===== config.mk =====
export PLATFORM = sky130hd
export DESIGN_NAME = mem_arbiter
export DESIGN_NICKNAME = d
export VERILOG_FILES = /design/src/rtl/mem_arbiter.sv
export SDC_FILE = /design/constraint.sdc
export NUM_CORES = 1
export LEC_CHECK = 0
export BUFFER_PORTS_ARGS = -buffer_cell sky130_fd_sc_hd__buf_2
export CAP_MARGIN = 10
export CORE_UTILIZATION = 50
export CTS_BUF_LIST = sky130_fd_sc_hd__clkbuf_8
export DETAILED_ROUTE_END_ITERATION = 10
export PLACE_DENSITY = 0.9
export REMOVE_ABC_BUFFERS = 1
export SYNTH_ARGS = -nofsm -noshare
export SYNTH_HDL_FRONTEND = slang
export SYNTH_SLANG_ARGS = --single-unit

===== constraint.sdc =====
create_clock -name clock -period 1.9 [get_ports clock]
set_input_delay 0.095 -clock clock [delete_from_list [all_inputs] [get_ports clock]]
set_output_delay 0.095 -clock clock [all_outputs]
set_load 0.01 [all_outputs]

===== src/rtl/mem_arbiter.sv =====
// Two-client round-robin arbiter/sequencer in front of the memory block.
// Waits out the memory's init sweep, then runs one pulsed access at a time with a ready timeout.
module mem_arbiter #(
  parameter int WORD_SIZE    = 8,
  parameter int ADDRESS_SIZE = 4,
  parameter int INIT_CYCLES  = 40,
  parameter int TIMEOUT      = 15,
  parameter int CNT_SIZE     = 6
) (
  input  logic                    clock,
  input  logic                    reset,
  input  logic                    c0_req,
  input  logic                    c0_we,
  input  logic [ADDRESS_SIZE-1:0] c0_addr,
  input  logic [WORD_SIZE-1:0]    c0_wdata,
  output logic                    c0_ack,
  output logic                    c0_err,
  output logic [WORD_SIZE-1:0]    c0_rdata,
  input  logic                    c1_req,
  input  logic                    c1_we,
  input  logic [ADDRESS_SIZE-1:0] c1_addr,
  input  logic [WORD_SIZE-1:0]    c1_wdata,
  output logic                    c1_ack,
  output logic                    c1_err,
  output logic [WORD_SIZE-1:0]    c1_rdata,
  output logic                    mem_w_en,
  output logic                    mem_r_en,
  output logic [ADDRESS_SIZE-1:0] mem_w_addr,
  output logic [ADDRESS_SIZE-1:0] mem_r_addr,
  output logic [WORD_SIZE-1:0]    mem_w_data,
  input  logic [WORD_SIZE-1:0]    mem_r_data,
  input  logic                    mem_r_rdy,
  input  logic                    mem_w_rdy,
  output logic                    init_done
);

  typedef enum logic [2:0] {
    S_INIT,
    S_IDLE,
    S_ISSUE,
    S_SETTLE,
    S_WAIT_RDY,
    S_DONE
  } state_t;

  state_t                         r_state, w_state_next;
  logic [CNT_SIZE-1:0]            r_cnt, w_cnt_next;
  logic                           r_last, w_last_next;
  logic                           r_win, w_win_next;
  logic                           r_we, w_we_next;
  logic                           r_mem_w_en, w_mem_w_en_next;
  logic                           r_mem_r_en, w_mem_r_en_next;
  logic [ADDRESS_SIZE-1:0]        r_mem_w_addr, w_mem_w_addr_next;
  logic [ADDRESS_SIZE-1:0]        r_mem_r_addr, w_mem_r_addr_next;
  logic [WORD_SIZE-1:0]           r_mem_w_data, w_mem_w_data_next;
  logic [1:0]                     r_ack, w_ack_next;
  logic [1:0]                     r_err, w_err_next;
  logic [1:0][WORD_SIZE-1:0]      r_rdata, w_rdata_next;
  logic                           r_init_done, w_init_done_next;

  // Winner selection: on contention the client that was not served last wins.
  logic                    w_sel;
  logic                    w_sel_we;
  logic [ADDRESS_SIZE-1:0] w_sel_addr;
  logic [WORD_SIZE-1:0]    w_sel_wdata;
  logic                    w_rdy;

  assign w_sel       = (c0_req & c1_req) ? ~r_last : c1_req;
  assign w_sel_we    = w_sel ? c1_we    : c0_we;
  assign w_sel_addr  = w_sel ? c1_addr  : c0_addr;
  assign w_sel_wdata = w_sel ? c1_wdata : c0_wdata;
  assign w_rdy       = r_we ? mem_w_rdy : mem_r_rdy;

  always_comb begin
    w_state_next      = r_state;
    w_cnt_next        = r_cnt;
    w_last_next       = r_last;
    w_win_next        = r_win;
    w_we_next         = r_we;
    w_mem_w_en_next   = 1'b0;
    w_mem_r_en_next   = 1'b0;
    w_mem_w_addr_next = r_mem_w_addr;
    w_mem_r_addr_next = r_mem_r_addr;
    w_mem_w_data_next = r_mem_w_data;
    w_ack_next        = 2'b00;
    w_err_next        = 2'b00;
    w_rdata_next      = r_rdata;
    w_init_done_next  = r_init_done;

    case (r_state)
      S_INIT: begin
        if (r_cnt == '0) begin
          w_state_next     = S_IDLE;
          w_init_done_next = 1'b1;
        end else begin
          w_cnt_next = r_cnt - CNT_SIZE'(1);
        end
      end
      S_IDLE: begin
        // Outputs are registered, so the enable is set here to appear during ISSUE.
        if (c0_req || c1_req) begin
          w_win_next        = w_sel;
          w_we_next         = w_sel_we;
          w_mem_w_en_next   = w_sel_we;
          w_mem_r_en_next   = ~w_sel_we;
          w_mem_w_data_next = w_sel_wdata;
          if (w_sel_we) begin
            w_mem_w_addr_next = w_sel_addr;
          end else begin
            w_mem_r_addr_next = w_sel_addr;
          end
          w_state_next = S_ISSUE;
        end
      end
      S_ISSUE: begin
        w_state_next = S_SETTLE;
      end
      S_SETTLE: begin
        w_cnt_next   = CNT_SIZE'(TIMEOUT - 1);
        w_state_next = S_WAIT_RDY;
      end
      S_WAIT_RDY: begin
        if (w_rdy) begin
          w_ack_next[r_win] = 1'b1;
          if (!r_we) begin
            w_rdata_next[r_win] = mem_r_data;
          end
          w_state_next = S_DONE;
        end else if (r_cnt == '0) begin
          w_ack_next[r_win] = 1'b1;
          w_err_next[r_win] = 1'b1;
          w_state_next      = S_DONE;
        end else begin
          w_cnt_next = r_cnt - CNT_SIZE'(1);
        end
      end
      S_DONE: begin
        w_last_next  = r_win;
        w_state_next = S_IDLE;
      end
      default: begin
        w_state_next = S_INIT;
      end
    endcase
  end

  always_ff @(posedge clock) begin
    if (reset) begin
      r_state      <= S_INIT;
      r_cnt        <= CNT_SIZE'(INIT_CYCLES - 1);
      r_last       <= 1'b1;
      r_win        <= 1'b0;
      r_we         <= 1'b0;
      r_mem_w_en   <= 1'b0;
      r_mem_r_en   <= 1'b0;
      r_mem_w_addr <= '0;
      r_mem_r_addr <= '0;
      r_mem_w_data <= '0;
      r_ack        <= 2'b00;
      r_err        <= 2'b00;
      r_rdata      <= '0;
      r_init_done  <= 1'b0;
    end else begin
      r_state      <= w_state_next;
      r_cnt        <= w_cnt_next;
      r_last       <= w_last_next;
      r_win        <= w_win_next;
      r_we         <= w_we_next;
      r_mem_w_en   <= w_mem_w_en_next;
      r_mem_r_en   <= w_mem_r_en_next;
      r_mem_w_addr <= w_mem_w_addr_next;
      r_mem_r_addr <= w_mem_r_addr_next;
      r_mem_w_data <= w_mem_w_data_next;
      r_ack        <= w_ack_next;
      r_err        <= w_err_next;
      r_rdata      <= w_rdata_next;
      r_init_done  <= w_init_done_next;
    end
  end

  assign c0_ack     = r_ack[0];
  assign c1_ack     = r_ack[1];
  assign c0_err     = r_err[0];
  assign c1_err     = r_err[1];
  assign c0_rdata   = r_rdata[0];
  assign c1_rdata   = r_rdata[1];
  assign mem_w_en   = r_mem_w_en;
  assign mem_r_en   = r_mem_r_en;
  assign mem_w_addr = r_mem_w_addr;
  assign mem_r_addr = r_mem_r_addr;
  assign mem_w_data = r_mem_w_data;
  assign init_done  = r_init_done;

endmodule


Yosys cells after proc, flatten, opt, wreduce, memory -nomap -nowiden
Index checks and enable logic that the tools add are counted.

word-level totals
  bits in registers = 51
  bits of input ports = 40

operators by class
  $add $sub $neg = 1
  $lt $le $gt $ge = 2
  equal/unequal tests = 9
  mux-type cells = 20
  bitwise logic cells = 7
  reduce and logical (&&, ||, !) cells = 15

operators with widths
  cell                 number
  $pmux 3 s6           1
  $pmux 6 s3           1
  $bwmux 16            1
  $mux 8               2
  $mux 3               4
  $mux 6               2
  $reduce_and 3->1     4
  $demux 8 s1          1
  $eq 3x2->1 const B   2
  $eq 3x3->1 const B   2
  $logic_not 6->1      1
  $ne 2x2->1 const B   3
  $not 1->1            6
  $reduce_and 2->1     3
  $reduce_or 3->1      2
  $sub 6x1->6 const B  1
  $mux 1               4
  $mux 2               2
  $mux 4               1
  $eq 3x1->1 const B   1
  $logic_not 3->1      1
  $ne 3x3->1 const B   1
  $reduce_bool 3->1    1
  $lt 1x2->1 const B   1
  6 further kinds      6

Logic depth before layout (Yosys ltp)
  depth after elaboration = 6
  mapped depth = 7

Worst setup path after synthesis
No wires, ideal clock.

  path type = register to register
  start = register r_state[1]
  end = register r_rdata, in the netlist c1_rdata[6]
  library setup time = 0.128 ns
  data arrival time = 1.597 ns
  required time = 1.772 ns
  slack = 0.175 ns
  cell stages (with the launch flop) = 7
  period minus slack after synthesis = 1.725 ns
  cells stage by stage = dfxtp_1 -> or3b_1 -> buf_2 -> or4_1 -> buf_4 -> mux2i_1 -> nor2_1

on the way
  word-level cells in the longest chain between the ends = 2

ends and longest elaborated chain
  what                        line  RTL
  start: declaration          46    state_t r_state, w_state_next;
  start signal: assignment    164   r_state <= w_state_next;
  $eq 3x3->1                  90    case (r_state)
  $reduce_and 3->1 (no line)  --
  end signal: assignment      176   r_rdata <= w_rdata_next;
  end: declaration            58    logic [1:0][WORD_SIZE-1:0] r_rdata, w_rdata_next;

No other way between the ends.
A chain may end at the register's enable or synchronous reset.

Worst setup path after layout
  start = register r_cnt[0]
  end = register r_cnt[2]

on the way
  word-level cells in the longest chain between the ends = 4
  elaborated cells on any way between the ends = 5
  those cells by class = add/sub (1); mux (3); reduce/logical (1)

ends and longest elaborated chain
  what                                                   line     RTL
  start: declaration                                     47       logic [CNT_SIZE-1:0] r_cnt, w_cnt_next;
  start signal: assignment                               150      r_cnt <= CNT_SIZE'(INIT_CYCLES - 1);
  start signal: assignment                               165      r_cnt <= w_cnt_next;
  $sub 6x1->6 / $logic_not 6->1 (equally long branches)  --
  $mux 6 *                                               92, 129
  $mux 6                                                 123      if (w_rdy) begin
  $pmux 6 s3 *                                           90

Mark *: on every way between the ends. The rest lies on a longest branch, timed or not. The select of a mux whose other input is x is not followed.

==> PnR_summary.wiki <==
{| class="wikitable"
! Metric !! Value
|-
| Setup TNS Final || 0 ns
|-
| Clock skew after layout || 0.002786 ns
|-
| Cell type with the largest total area after synthesis || dfxtp_1
|-
| Most frequent cells in the layout || buf_2 (78), dfxtp_1 (51), nor2_1 (34)
|-
| Min Hold Slack || around 0.033 ns
|-
| Multi-input combinational cell area || 1007 um^2
|-
| Detailed-route wire length per cell || 13.09 um
|-
| Power per Cell Area || between 700 and 800 nW/um^2
|-
| Most area-consuming cells after synthesis || dfxtp_1 (49%), mux2i_1 (12%), nor2_1 (6.1%)
|-
| Result of the run || complete, no violations
|-
| Antenna Nets Post-Route || 0
|-
| Synth Area in Compound Gates || 0.1122
|-
| Number of search-and-repair iterations in the first detailed-routing pass || 4
|-
| H-tree level count || 2
|-
| Mapped Cells || 219
|-
| Vias after detailed routing || 1890
|-
| Final critical-path share of the clock period || 0.9393
|-
| Number of antenna violations at the first check in global routing || 0
|-
| RD Place Congestion || between 0.8 and 0.9
|-
| Fraction of layout instances using a drive strength above 1 || 0.3766
|-
| Max IR drop VDD || about 0.44 mV
|-
| Worst min-delay path startpoint || mem_r_data[6]
|-
| Final slew viol count || 0
|-
| Share of Yosys cell area claimed by the top area cell type || 0.4869
|-
| Total Routed Length || 4687 um
|-
| Mean instance size in the synthesized netlist || approximately 9.6 um^2
|-
| Multiplexer area fraction after synthesis || 0.1617
|-
| Routed via count divided by cell count || 5.279
|-
| Width of the chip || 66.76 um
|-
| Ant. Diodes || 0
|-
| Library cell contributing the largest single delay on the critical path || dfxtp_1
|-
| Rows || 23
|-
| Leakage power figure || 1.266 nW
|-
| CTS tree || built
|-
| Number of global-route vias before repair || ~1700
|-
| Hold-fix buffers, CTS || 0
|-
| Number of filler cells placed in the layout || 319
|-
| Relative area change from synthesis to final layout || 30.31%
|-
| Overall die area || 4457 um^2
|-
| Netlist area before placement || 2097 um^2
|-
| Remaining DRCs || 0
|-
| Sequential standard cell area || 1021 um^2
|-
| Overflow after GRT || 0
|-
| Clock Latency Late Sink || 0.30 ns
|-
| Slew headroom || 0.5729
|-
| Yosys synthesis warning count || 0
|-
| Type of the setup path with the least slack || flip-flop to flip-flop
|-
| Core region area || 4000 um^2
|-
| CP Max Fanout || 5
|-
| Setup violation total in the final timing report || 0
|-
| Cell chain of the critical path || inv_1, ha_1, nor2b_1, a221oi_2, buf_4, buf_4, and3_1, o211ai_1
|-
| Dominant combinational cell family by area after synthesis || simple AND/OR/NAND/NOR gates
|-
| Worst hold-check path type || input port to flip-flop
|-
| Pin count of the biggest net entering global routing || 37
|-
| Adder and majority gate portion of the synthesized area || 0.005967
|-
| Data arrival time of the critical path || slightly below 2 ns
|-
| Number of clock buffers inserted by TritonCTS || 5
|-
| Clock sinks || 51
|-
| Element type at the critical path start || flip-flop
|-
| Non-filler instance count after layout || roughly 360
|-
| Aggregate global-route resource usage || 0.2188
|-
| Flip-flop and latch count after synthesis || 51
|-
| Count of pins on the block boundary || 79
|-
| First-pass GRT wire length || approximately 7300 um
|-
| Cell Count Post-Placement || 348
|-
| Worst Max-Slew Pin Slew || 0.6406 ns
|-
| Final total power || between 0.0015 and 0.002 W
|-
| Post-synthesis xor/xnor area fraction || 0
|-
| # nets final || 348
|-
| Most used cell along the critical path || buf_4
|-
| Number of max-capacitance violations reported || 0
|-
| Most common cell after layout, fill and taps aside || buf_2
|-
| Y dimension of the die || about 67 um
|-
| Buffers on Ports || 78
|-
| HPWL after detailed placement || about 3300 um
|-
| Startpoint of the worst setup timing path || r_cnt[0]$_SDFFE_PP1P_
|-
| Max Fclk || 560.3 MHz
|-
| Initial core utilization || 0.5242
|-
| Count of distinct cell types in the synthesized netlist || 37
|-
| Setup crit end kind || flip-flop
|-
| Clock transition at the registers of the reported paths || ~0.090 ns
|-
| Simple logic cell fraction of the synthesized area || 0.1921
|-
| Buffer cell driving the clock tree root || clkbuf_8
|-
| Data required time at the worst endpoint || 2.08 ns
|-
| Iter 0 DRT Violations || 132
|-
| Worst-case clock buffer depth || 2
|-
| Final count of hold timing violations || 0
|-
| Crit path time final || between 1.5 and 2 ns
|-
| Proportion of synthesized chip area in sequential cells || 0.4869
|-
| RR Startpoint || r_cnt[0]$_SDFFE_PP1P_
|-
| Slowest cell delay on critical path || about 0.34 ns
|}
==> routing by layer <==
metal	GRT usage	up-vias	routed length (um)
met5	0	-	0
met4	0.09043	0	56
met3	0.06507	4	307
met2	0.3535	70	2278
met1	0.2681	862	2044
li1	-	954	-
==> state kept, by name (all words and copies together), names as in the netlist <==
name / cells
c0_rdata: 8
c1_rdata: 8
mem_w_data: 8
r_cnt: 6
mem_r_addr: 4
mem_w_addr: 4
r_state: 3
r_ack: 2
r_err: 2
init_done: 1
mem_r_en: 1
mem_w_en: 1
r_last: 1
r_we: 1
r_win: 1
==> worst max-delay path: cells and delay by family (launching register included) <==
kind                       cells  cell delay [ns]
AOI/OAI and AO/OA              2             0.39
and+or+nand+nor                2             0.32
buffers and inverters          3             0.37
adders and majority gates      1             0.24
DFF                            1             0.34
==> cell families (layout without fill, tap and decap cells) <==
group / Yosys count / after routing
flip-flops: 51 / 51
buffers and inverters: 20 / 109
AND/OR/NAND/NOR: 79 / 79
multiplexers: 33 / 33
adder cells (fa/ha/maj): 1 / 1
AO/OA/AOI/OAI: 35 / 35
==> cells in the mapped netlist, drive strengths merged <==
library cell  count
a211o             1
a211oi           12
a21boi            1
a21oi            11
a221oi            1
a22oi             1
a311o             1
a311oi            1
and2              2
and3              2
and3b             1
buf               9
clkbuf            5
dfxtp            51
ha                1
inv               6
mux2              7
mux2i            26
nand2             1
nand2b            1
nand3b            2
nor2             34
nor2b             2
nor3             25
nor3b             1
nor4              3
o211ai            2
o21ai             3
o22a              1
or2               1
or3               1
or3b              2
or4               1
==> where the power goes <==
group / total (W) / switching [W] / internal [W]
clock network: 0.000612 / 0.000359 / 0.000253
registers: 0.00111 / 0.0000179 / 0.00109
logic: 0.000240 / 0.000123 / 0.000117
==> timing repair <==
item,in CTS,in global routing
buffers inserted,0,1
gates resized for setup,0,2
endpoints found under the setup margin,0,2
==> path summary, 6_finish.rpt <==
path	endpoint	slack, ns	cells after the start
setup / recovery	r_cnt[2]$_SDFFE_PP1P_	0.12	8
hold / removal	c1_rdata[6]$_SDFFE_PP0P_	0.03	3
setup reg to reg	r_cnt[2]$_SDFFE_PP1P_	0.12	8
hold reg to reg	init_done$_SDFFE_PP0P_	0.48	2
==> final cells by class <==
cell class,count,area share
Inverter,6,0.008242
Clock buffer,5,0.02518
Clock inverter,3,0.005952
Timing Repair Buffer,95,0.1955
Sequential cell,51,0.3736
Tap cell,50,0.02289
Multi-Input combinational cell,148,0.3686
==> stage by stage <==
stage | instance area, um^2 | setup WS (ns) | util
2_1_floorplan | 2033 | -0.2836 | -
4_1_cts | 2703 | 0.1182 | 0.6756
5_1_grt | 2733 | -0.009380 | 0.6831
3_3_place_gp | 2618 | 0.2068 | 0.6544
3_5_place_dp | 2618 | 0.1354 | 0.6544
6_report | 2733 | 0.1153 | 0.6831
(Power assumes the default switching activity.)
